===== src/rtl/minc_ram_arb.sv =====
// minc_ram_arb: two-requester arbiter in front of a 256x8 synchronous single-port RAM.
// Latency: grant in IDLE, RAM access in ACCESS, one-cycle ack pulse in RESP (3 cycles per transaction).
// Backpressure: requesters hold req until their ack; a loser simply stays pending in IDLE.
// Ports: CLK/RESET (async, active-high); c_* CPU command/ack/rdata; d_* debug command/ack/rdata;
//        mem_* RAM command, mem_rdata RAM read data; busy (not IDLE); owner (0=CPU, 1=debug).
// Option: define MINC_RAM_ARB_RR_EN for round-robin on simultaneous requests (default: CPU priority).
module minc_ram_arb (
  input  logic       CLK,
  input  logic       RESET,
  input  logic       c_req,
  input  logic       c_we,
  input  logic [7:0] c_addr,
  input  logic [7:0] c_wdata,
  output logic       c_ack,
  output logic [7:0] c_rdata,
  input  logic       d_req,
  input  logic       d_we,
  input  logic [7:0] d_addr,
  input  logic [7:0] d_wdata,
  output logic       d_ack,
  output logic [7:0] d_rdata,
  output logic       mem_en,
  output logic       mem_we,
  output logic [7:0] mem_addr,
  output logic [7:0] mem_wdata,
  input  logic [7:0] mem_rdata,
  output logic       busy,
  output logic       owner
);

  typedef enum logic [1:0] {IDLE = 2'd0, ACCESS = 2'd1, RESP = 2'd2} state_t;

  state_t     state, state_nxt;
  logic       grant;
  logic       winner;      // 0 = CPU, 1 = debug; only meaningful when grant is high
  logic       owner_q;
  logic       lat_we;
  logic [7:0] lat_addr;
  logic [7:0] lat_wdata;
  logic [7:0] c_rdata_q;
  logic [7:0] d_rdata_q;

  assign grant = (state == IDLE) && (c_req || d_req);

`ifdef MINC_RAM_ARB_RR_EN
  // Pointer names the port that wins the next tie; reset favours debug.
  logic rr_dbg_next;

  assign winner = (c_req && d_req) ? rr_dbg_next : d_req;

  always_ff @(posedge CLK or posedge RESET) begin
    if (RESET)      rr_dbg_next <= 1'b1;
    else if (grant) rr_dbg_next <= ~winner;
  end
`else
  // CPU wins whenever it asks; debug only gets the RAM when the CPU is quiet.
  assign winner = ~c_req;
`endif

  // State register
  always_ff @(posedge CLK or posedge RESET) begin
    if (RESET) state <= IDLE;
    else       state <= state_nxt;
  end

  // Next-state logic
  always_comb begin
    state_nxt = state;
    case (state)
      IDLE:    if (grant) state_nxt = ACCESS;
      ACCESS:  state_nxt = RESP;
      RESP:    state_nxt = IDLE;
      default: state_nxt = IDLE;
    endcase
  end

  // Command is captured at grant so later field changes or req drops are ignored.
  always_ff @(posedge CLK or posedge RESET) begin
    if (RESET) begin
      owner_q   <= 1'b0;
      lat_we    <= 1'b0;
      lat_addr  <= 8'h00;
      lat_wdata <= 8'h00;
      c_rdata_q <= 8'h00;
      d_rdata_q <= 8'h00;
    end else begin
      if (grant) begin
        owner_q   <= winner;
        lat_we    <= winner ? d_we    : c_we;
        lat_addr  <= winner ? d_addr  : c_addr;
        lat_wdata <= winner ? d_wdata : c_wdata;
      end
      // Capture read data at the end of the ack cycle so it holds until the next read ack.
      if (state == RESP && !lat_we) begin
        if (owner_q) d_rdata_q <= mem_rdata;
        else         c_rdata_q <= mem_rdata;
      end
    end
  end

  // Output logic
  always_comb begin
    mem_en  = 1'b0;
    mem_we  = 1'b0;
    c_ack   = 1'b0;
    d_ack   = 1'b0;
    c_rdata = c_rdata_q;
    d_rdata = d_rdata_q;
    case (state)
      ACCESS: begin
        mem_en = 1'b1;
        mem_we = lat_we;
      end
      RESP: begin
        c_ack = ~owner_q;
        d_ack = owner_q;
        // RAM data arrives in this cycle; pass it straight through so it is visible with ack.
        if (!lat_we) begin
          if (owner_q) d_rdata = mem_rdata;
          else         c_rdata = mem_rdata;
        end
      end
      default: ;
    endcase
  end

  assign busy      = (state != IDLE);
  assign owner     = owner_q;
  assign mem_addr  = lat_addr;
  assign mem_wdata = lat_wdata;

endmodule

===== config.mk =====
export PLATFORM = sky130hd
export DESIGN_NAME = minc_ram_arb
export DESIGN_NICKNAME = d
export VERILOG_FILES = /design/src/rtl/minc_ram_arb.sv
export SDC_FILE = /design/constraint.sdc
export NUM_CORES = 1
export LEC_CHECK = 0
export CELL_PAD_IN_SITES_DETAIL_PLACEMENT = 1
export CELL_PAD_IN_SITES_GLOBAL_PLACEMENT = 2
export CORE_MARGIN = 5
export CORE_UTILIZATION = 27
export DETAILED_ROUTE_END_ITERATION = 7
export PLACE_DENSITY = 0.8
export SLEW_MARGIN = 20
export SYNTH_ARGS = -nofsm -noshare
export SYNTH_HDL_FRONTEND = slang
export SYNTH_SLANG_ARGS = --single-unit

===== constraint.sdc =====
create_clock -name CLK -period 2.02 [get_ports CLK]
set_input_delay 0.202 -clock CLK [delete_from_list [all_inputs] [get_ports CLK]]
set_output_delay 0.202 -clock CLK [all_outputs]
set_load 0.02 [all_outputs]

-- After elaboration in Yosys (flattened, before gate mapping)
Cells that the tools add are included.
Widths: inputs -> output; s select.
- output and inout bits: 38
- register bits: 36
- muxes and demuxes: 15
- reduce and logical (&&, ||, !) cells: 6
- bitwise operators: 2
- eq/ne operators: 3
- operators by type and width (cell ; count):
    $mux 8 ; 8
    $mux 1 ; 5
    $pmux 2 s2 ; 1
    $eq 2x1->1 const B ; 1
    $eq 2x2->1 const B ; 1
    $logic_and 1x1->1 ; 2
    $logic_not 2->1 ; 1
    $mux 2 ; 1
    $ne 2x2->1 const B ; 1
    $not 1->1 ; 2
    $reduce_bool 2->1 ; 1
    $logic_not 1->1 ; 1
    $logic_or 1x1->1 ; 1

-- Longest topological paths before layout
Gate-level depths: netlist of the first run.
- depth after elaboration: 4
- gate-level depth with buffers: 5

-- Worst setup path before layout of the first run
OpenSTA, ideal clock, no wires.
- path type: reg2out
- start: register owner_q, in the netlist owner
- end: output port d_rdata[0]
- data arrival time: 1.475 ns
- path buffers: 1
- required time: 1.818 ns
- stages on the path, launching flop included: 5
- setup slack: 0.343 ns
- cell sequence: dfrtp_1 > inv_2 > nor3_4 > buf_12 > mux2_4
- longest elaborated chain between the ends: 3
- RTL lines (item ; line ; RTL):
    from (decl) ; 36 ; logic owner_q;
    from (signal assigned) ; 88 ; owner_q <= winner;
    $mux 8 ; 119 ; if (owner_q) d_rdata = mem_rdata;
    $mux 8 ; 118 ; if (!lat_we) begin
    $mux 8 ; 109 ; case (state)
    to (decl) ; 21 ; output logic [7:0] d_rdata,
Every way passes these cells.

-- Worst setup path after layout of the first run
- start: register state[0]
- end: output port c_rdata[1]
- longest elaborated chain between the ends: 2
- RTL lines (item ; line ; RTL):
    from (decl) ; 33 ; state_t state, state_nxt;
    from (signal assigned) ; 63 ; else state <= state_nxt;
    $eq 2x2->1 ; 109 ;
    $mux 8 ; 109 ;
    to (decl) ; 15 ; output logic [7:0] c_rdata,
Every way passes these cells.

==> results.cfg, run 1 <==
[synthesis]
synth_sequential_area_ratio_pct = 47.7
synth_area_leaders = dfrtp_1 48%, mux2_2 22%, mux2_4 15%
ys_seq_elements = 36
yosys.area.top_type = dfrtp_1
avgSynthCellArea_sq_um = 15.3
synth_area_sq_mm = 0.00189
ys_warn_count = 0
syn_inst = 123
synth_top_area_share_pct = 47.7
synthDistinctLibCells = 17
syn-num-nets = 169

[finish]
drive_gt1_share_pct = 46.6
fin_util_pct = 45.0
final_nets = 279
syn2layout_area_growth_pct = 62.0
antennaDiodeCount = 0

[timing]
skew_ps = 4.87
max_freq_mhz = 512
grt_setup_unrepaired = false
min_period_ps = 1950
setup_tns_ps = 0
hold_ws_ps = 318
worst_pin_slew_ps = 468
finalMaxSlewViolations = 0
post-route-period-util_pct = 96.6
setup_ws_ps = 68.0
hold_viol_final = 0
maxSlewHeadroom_pct = 68.8
setup-violations-final = 0

[power]
seqPwrFrac_pct = 29.4
power.share.clock_pct = 11.8
peakVddDrop_uv = 529
p_comb_share_pct = 58.8
p_per_area_mw_per_mm2 = 1460
power.internal_uw = 2840
power.total_uw = 4480
p_leak_uw = 0.00134
switching_share_pct = 36.5
power.net_switching_uw = 1640

[critical_path]
cp-end-kind = output port
r2r-start = state[1]
path_max_fanout = 12
startpoint = state[0]
crit_slowest_cell = dfrtp_1
endpoint = c_rdata[1]
cp.required_ps = 1820
critPathKind = flip-flop to output port
worst-r2r-cell-count = 5
crit_arrival_ps = 1750
slowest_delay_ps = 380
r2r_end = lat_we
start_kind = flip-flop
path_cells = nand2b_4 -> nor3_4 -> buf_12 -> mux2_1 -> clkdlybuf4s15_2
reg2reg_slack_ps = 290

[clocking]
path_clk_slew_ps = 70
holdBufCountCts = 0
clk_path_buf_depth = 2
cts_tree = yes
clkSinkCount = 36
htreeDepth = 2
cts_inserted_buffers = 5
cts-root-buf = clkbuf_8
clock_latency_ps = 280

[grt]
grt.total_usage_pct = 10.9
grt_pass1_vias = 1470
antenna_found_initial = 0
overflow = 0
grt_max_degree = 37
grt_first_pass_wirelength_mm = 7.53

[floorplan]
dieArea_sq_mm = 0.00876
die_y_um = 93.6
die_x_um = 93.6
start_util_pct = 27.8
rows = 30
coreArea_sq_mm = 0.00679
io_pins = 84

[status]
status = complete, no violations

[drt]
wire_per_inst_um = 14.6
routed-via-count = 1390
ant_nets = 0
initialDrtViolationCount = 11
viasPerCell = 4.21
wl_mm = 4.83
drt-pass1-iter-count = 2
drcViolationCount = 0

[placement]
place_ws_ps = 39.5
gp_congestion = 0.682
port_buffers = 83
place_hpwl_mm = 3.50

[worst_hold_path]
hold_path.class = input port to asynchronous set/reset pin

[flow_run]
drv_cap = 0
[per-layer routing]
metal	wire (um)	vias up	GRT usage (%)	part of all wire (%)
met3	507	5	4.99	11
met4	49	0	2.53	1.0
li1	-	659	-	-
met2	2180	61	17.3	45
met5	0	-	0	0
met1	2090	665	13.6	43
[through the flow]
stage,instances,area (sq um)
2_1_floorplan,123,1890
3_3_place_gp,306,2890
3_5_place_dp,306,2890
4_1_cts,319,3020
5_1_grt,330,3060
6_report,330,3060
[layout by cell type, fill, tap and decap left out, drive strengths merged, types with 2 or more instances in the layout]
master,synthesis,routed
a21oi,2,2
clkdlybuf4s15,0,4
nor2b,2,2
nor2,3,3
inv,3,3
clkbuf,0,18
buf,6,28
clkdlybuf4s50,0,66
nor3,2,2
mux2,66,66
dfrtp,36,36
[synthesized netlist by cell type]
| master | count |
|---|---|
| mux2_2 | 37 |
| dfrtp_1 | 36 |
| mux2_4 | 19 |
| mux2_1 | 10 |
| buf_6 | 3 |
| a21oi_1 | 2 |
| buf_2 | 2 |
| inv_1 | 2 |
| nor2_1 | 2 |
| nor2b_1 | 2 |
| nor3_4 | 2 |
| and2_1 | 1 |
| buf_12 | 1 |
| inv_2 | 1 |
| nand2b_4 | 1 |
| nor2_2 | 1 |
| o21a_1 | 1 |
[kinds of logic (layout without fill, tap and decap cells)]
kind of cell	count (synthesis)	after routing	synth area share, %
AO/OA/AOI/OAI	3	3	0.929
buffers and inverters	9	120	3.98
flip-flops	36	36	47.7
multiplexers	66	66	43.2
AND/OR/NAND/NOR	9	9	4.18
[flip-flops by register name, summed over array words and instances (netlist names)]
signal	cells
c_rdata_q	8
d_rdata_q	8
lat_we	1
mem_addr	8
mem_wdata	8
owner	1
state	2
[how the worst min path moves through the flow]
stage	from	to	slack (ps)	cells past startpoint
after floorplan	mem_rdata[0]	c_rdata_q[0]	340	1
after global placement	c_rdata_q[0]	c_rdata_q[0]	460	1
after detailed placement	c_rdata_q[7]	c_rdata_q[7]	480	1
after CTS	RESET	mem_addr[6]	340	3
after global routing	RESET	mem_addr[7]	410	3
final	RESET	state[0]	320	3
[area by class of cell]
class	instances	area (sq um)
Timing Repair Buffer	109	1020
Multi-Input combinational cell	78	911
Clock buffer	8	90.1
Sequential cell	36	902
Fill cell	711	3740
Tap cell	96	120
Inverter	3	11.3
[worst max-delay path: cells and delay by family (launching register included)]
kind                   cells  cell delay [ps]
buffers and inverters      2              430
flip-flops                 1              380
multiplexers               1              330
AND/OR/NAND/NOR            2              320
[power by group through the flow]
stage	combinational (uW)	clock [uW]	sequential (uW)
CTS	2680	558	1320
global route	2800	585	1360
floorplan	1350	0	1510
global placement	2690	0	1310
finish	2630	529	1310
detailed placement	2710	0	1320
[what timing repair did]
item	CTS	global route
resized for setup	37	14
buffers inserted	5	11
setup endpoints to repair	16	17
Note: power is estimated with default switching activity, not from simulation.
==> run 2, diff against run 1 <==
- CELL_PAD_IN_SITES_GLOBAL_PLACEMENT: 2 -> 1
- CORE_UTILIZATION: 27 -> 33
- PLACE_DENSITY: 0.8 -> 0.81
==> results.cfg, run 2 (synthesis gave the netlist of run 1 again) <==
[timing]
setup_tns_ps = 0
setup_ws_ps = 78.9
max_freq_mhz = 515
hold_viol_final = 0
skew_ps = 3.67
post-route-period-util_pct = 96.1
maxSlewHeadroom_pct = 69.8
grt_setup_unrepaired = false
finalMaxSlewViolations = 0
min_period_ps = 1940
setup-violations-final = 0
worst_pin_slew_ps = 454

[power]
p_per_area_mw_per_mm2 = 1490
p_leak_uw = 0.00128
peakVddDrop_uv = 575

[status]
status = complete, no violations

[finish]
final_common_cell = clkdlybuf4s50_1
antennaDiodeCount = 0
final_nets = 267
final_cell_mix = 66 x clkdlybuf4s50_1, 37 x mux2_2, 35 x dfrtp_1
drive_gt1_share_pct = 44.8
fin_area_sq_mm = 0.00297
syn2layout_area_growth_pct = 57.5

[drt]
viasPerCell = 4.61
ant_nets = 0
initialDrtViolationCount = 13
drcViolationCount = 0
routed-via-count = 1351
wire_per_inst_um = 15.8
drt-pass1-iter-count = 2
wl_mm = 4.63

[worst_hold_path]
hold_path.class = input port to asynchronous set/reset pin

[critical_path]
critPathKind = flip-flop to output port
crit_slowest_cell = dfrtp_1
critical-path-top-delay-family = buffers and inverters
path_cells = nand2b_4 -> nor3_4 -> buf_12 -> mux2_4 -> clkdlybuf4s15_2
crit_arrival_ps = 1740
start_kind = flip-flop
slowest_delay_ps = 380
cp.required_ps = 1820
crit_buf_inv = 2
cp-end-kind = output port
path_max_fanout = 8

[clocking]
clkSinkCount = 36
cts_tree = yes
clk_path_buf_depth = 2
cts_inserted_buffers = 5
path_clk_slew_ps = 70
holdBufCountCts = 0
cts-root-buf = clkbuf_8
clock_latency_ps = 280
htreeDepth = 2

[placement]
gp_congestion = 0.662
post_dp_cell_area_sq_mm = 0.00285
place_hpwl_mm = 3.43
port_buffers = 83
place_ws_ps = 39.5

[grt]
met1_usage_pct = 15.2
overflow = 0
busiest_layer = met2
grtUsageMet3_pct = 5.00
grt_pass1_vias = 1517
grt_max_degree = 37
grt.total_usage_pct = 13.3
antenna_found_initial = 0
grt_use_met2_pct = 23.1
grt_first_pass_wirelength_mm = 7.69

[floorplan]
dieArea_sq_mm = 0.00733
coreArea_sq_mm = 0.00554
die_x_um = 85.6
start_util_pct = 34.1
rows = 27
io_pins = 84
die_y_um = 85.6

[flow_run]
drv_cap = 0
==> run 2: cell count changes in the layout (fill, tap and decap cells not counted), sizes merged <==
cell,delta
dlygate4sd2,+1
dlymetal6s2s,-1
clkbuf,-7
buf,-8
clkdlybuf4s15,+1
bufbuf,+1
==> run 2: layer usage <==
metal	vias up	part of all wire [%]
met3	7	9.9
met4	0	1.3
li1	631	-
met1	652	40
met2	61	49
met5	-	0
==> run 2: worst register-to-register path: cells and delay by family (launching register included) <==
| family | cells | cell delay (ps) |
|---|---|---|
| AND/OR/NAND/NOR | 2 | 350 |
| flip-flops | 1 | 380 |
| multiplexers | 1 | 320 |
| buffers and inverters | 3 | 510 |
==> run 2: layout make-up <==
type | instances | area (sq um)
fill | 588 | 2570
timing repair buffer | 97 | 961
tap | 72 | 90.1
sequential | 36 | 902
inverter | 3 | 11.3
multi-input combinational | 78 | 911
clock buffer | 7 | 96.3
==> run 2: worst paths after layout <==
path / from / end / slack (ps) / depth (start not counted)
worst min-delay path: RESET / lat_we / 320 / 3
worst min register to register: c_rdata_q[7] / c_rdata_q[7] / 480 / 1
min in group CLK: c_rdata_q[7] / c_rdata_q[7] / 480 / 1
worst max register to register: state[0] / d_rdata_q[6] / 350 / 6
worst max-delay path: state[0] / d_rdata[7] / 80 / 5
max in group asynchronous: RESET / lat_we / 1360 / 3
==> run 2: per-stage QoR <==
step / hold WS (ps) / power [uW] / util, % / instances
after global routing: 361 / 4720 / 53.6 / 293
final: 323 / 4420 / 53.6 / 293
after detailed placement: 467 / 4030 / 51.5 / 280
after floorplan: 337 / 2860 / - / 123
after global placement: 460 / 3950 / 51.5 / 280
after CTS: 340 / 4560 / 54.3 / 292
==> run 2: report_power, final <==
part           internal, uW  leakage (uW)  switching, uW
Combinational          1430      0.000806           1140
Sequential             1090      0.000428            218
Clock                   304     0.0000503            239
Total                  2830       0.00128           1600
==> run 2: what timing repair did <==
item	CTS	global route
resized for setup	49	8
pin swaps	1	1
setup buffers	4	1
cloned	1	0
endpoints found under the setup margin	17	13
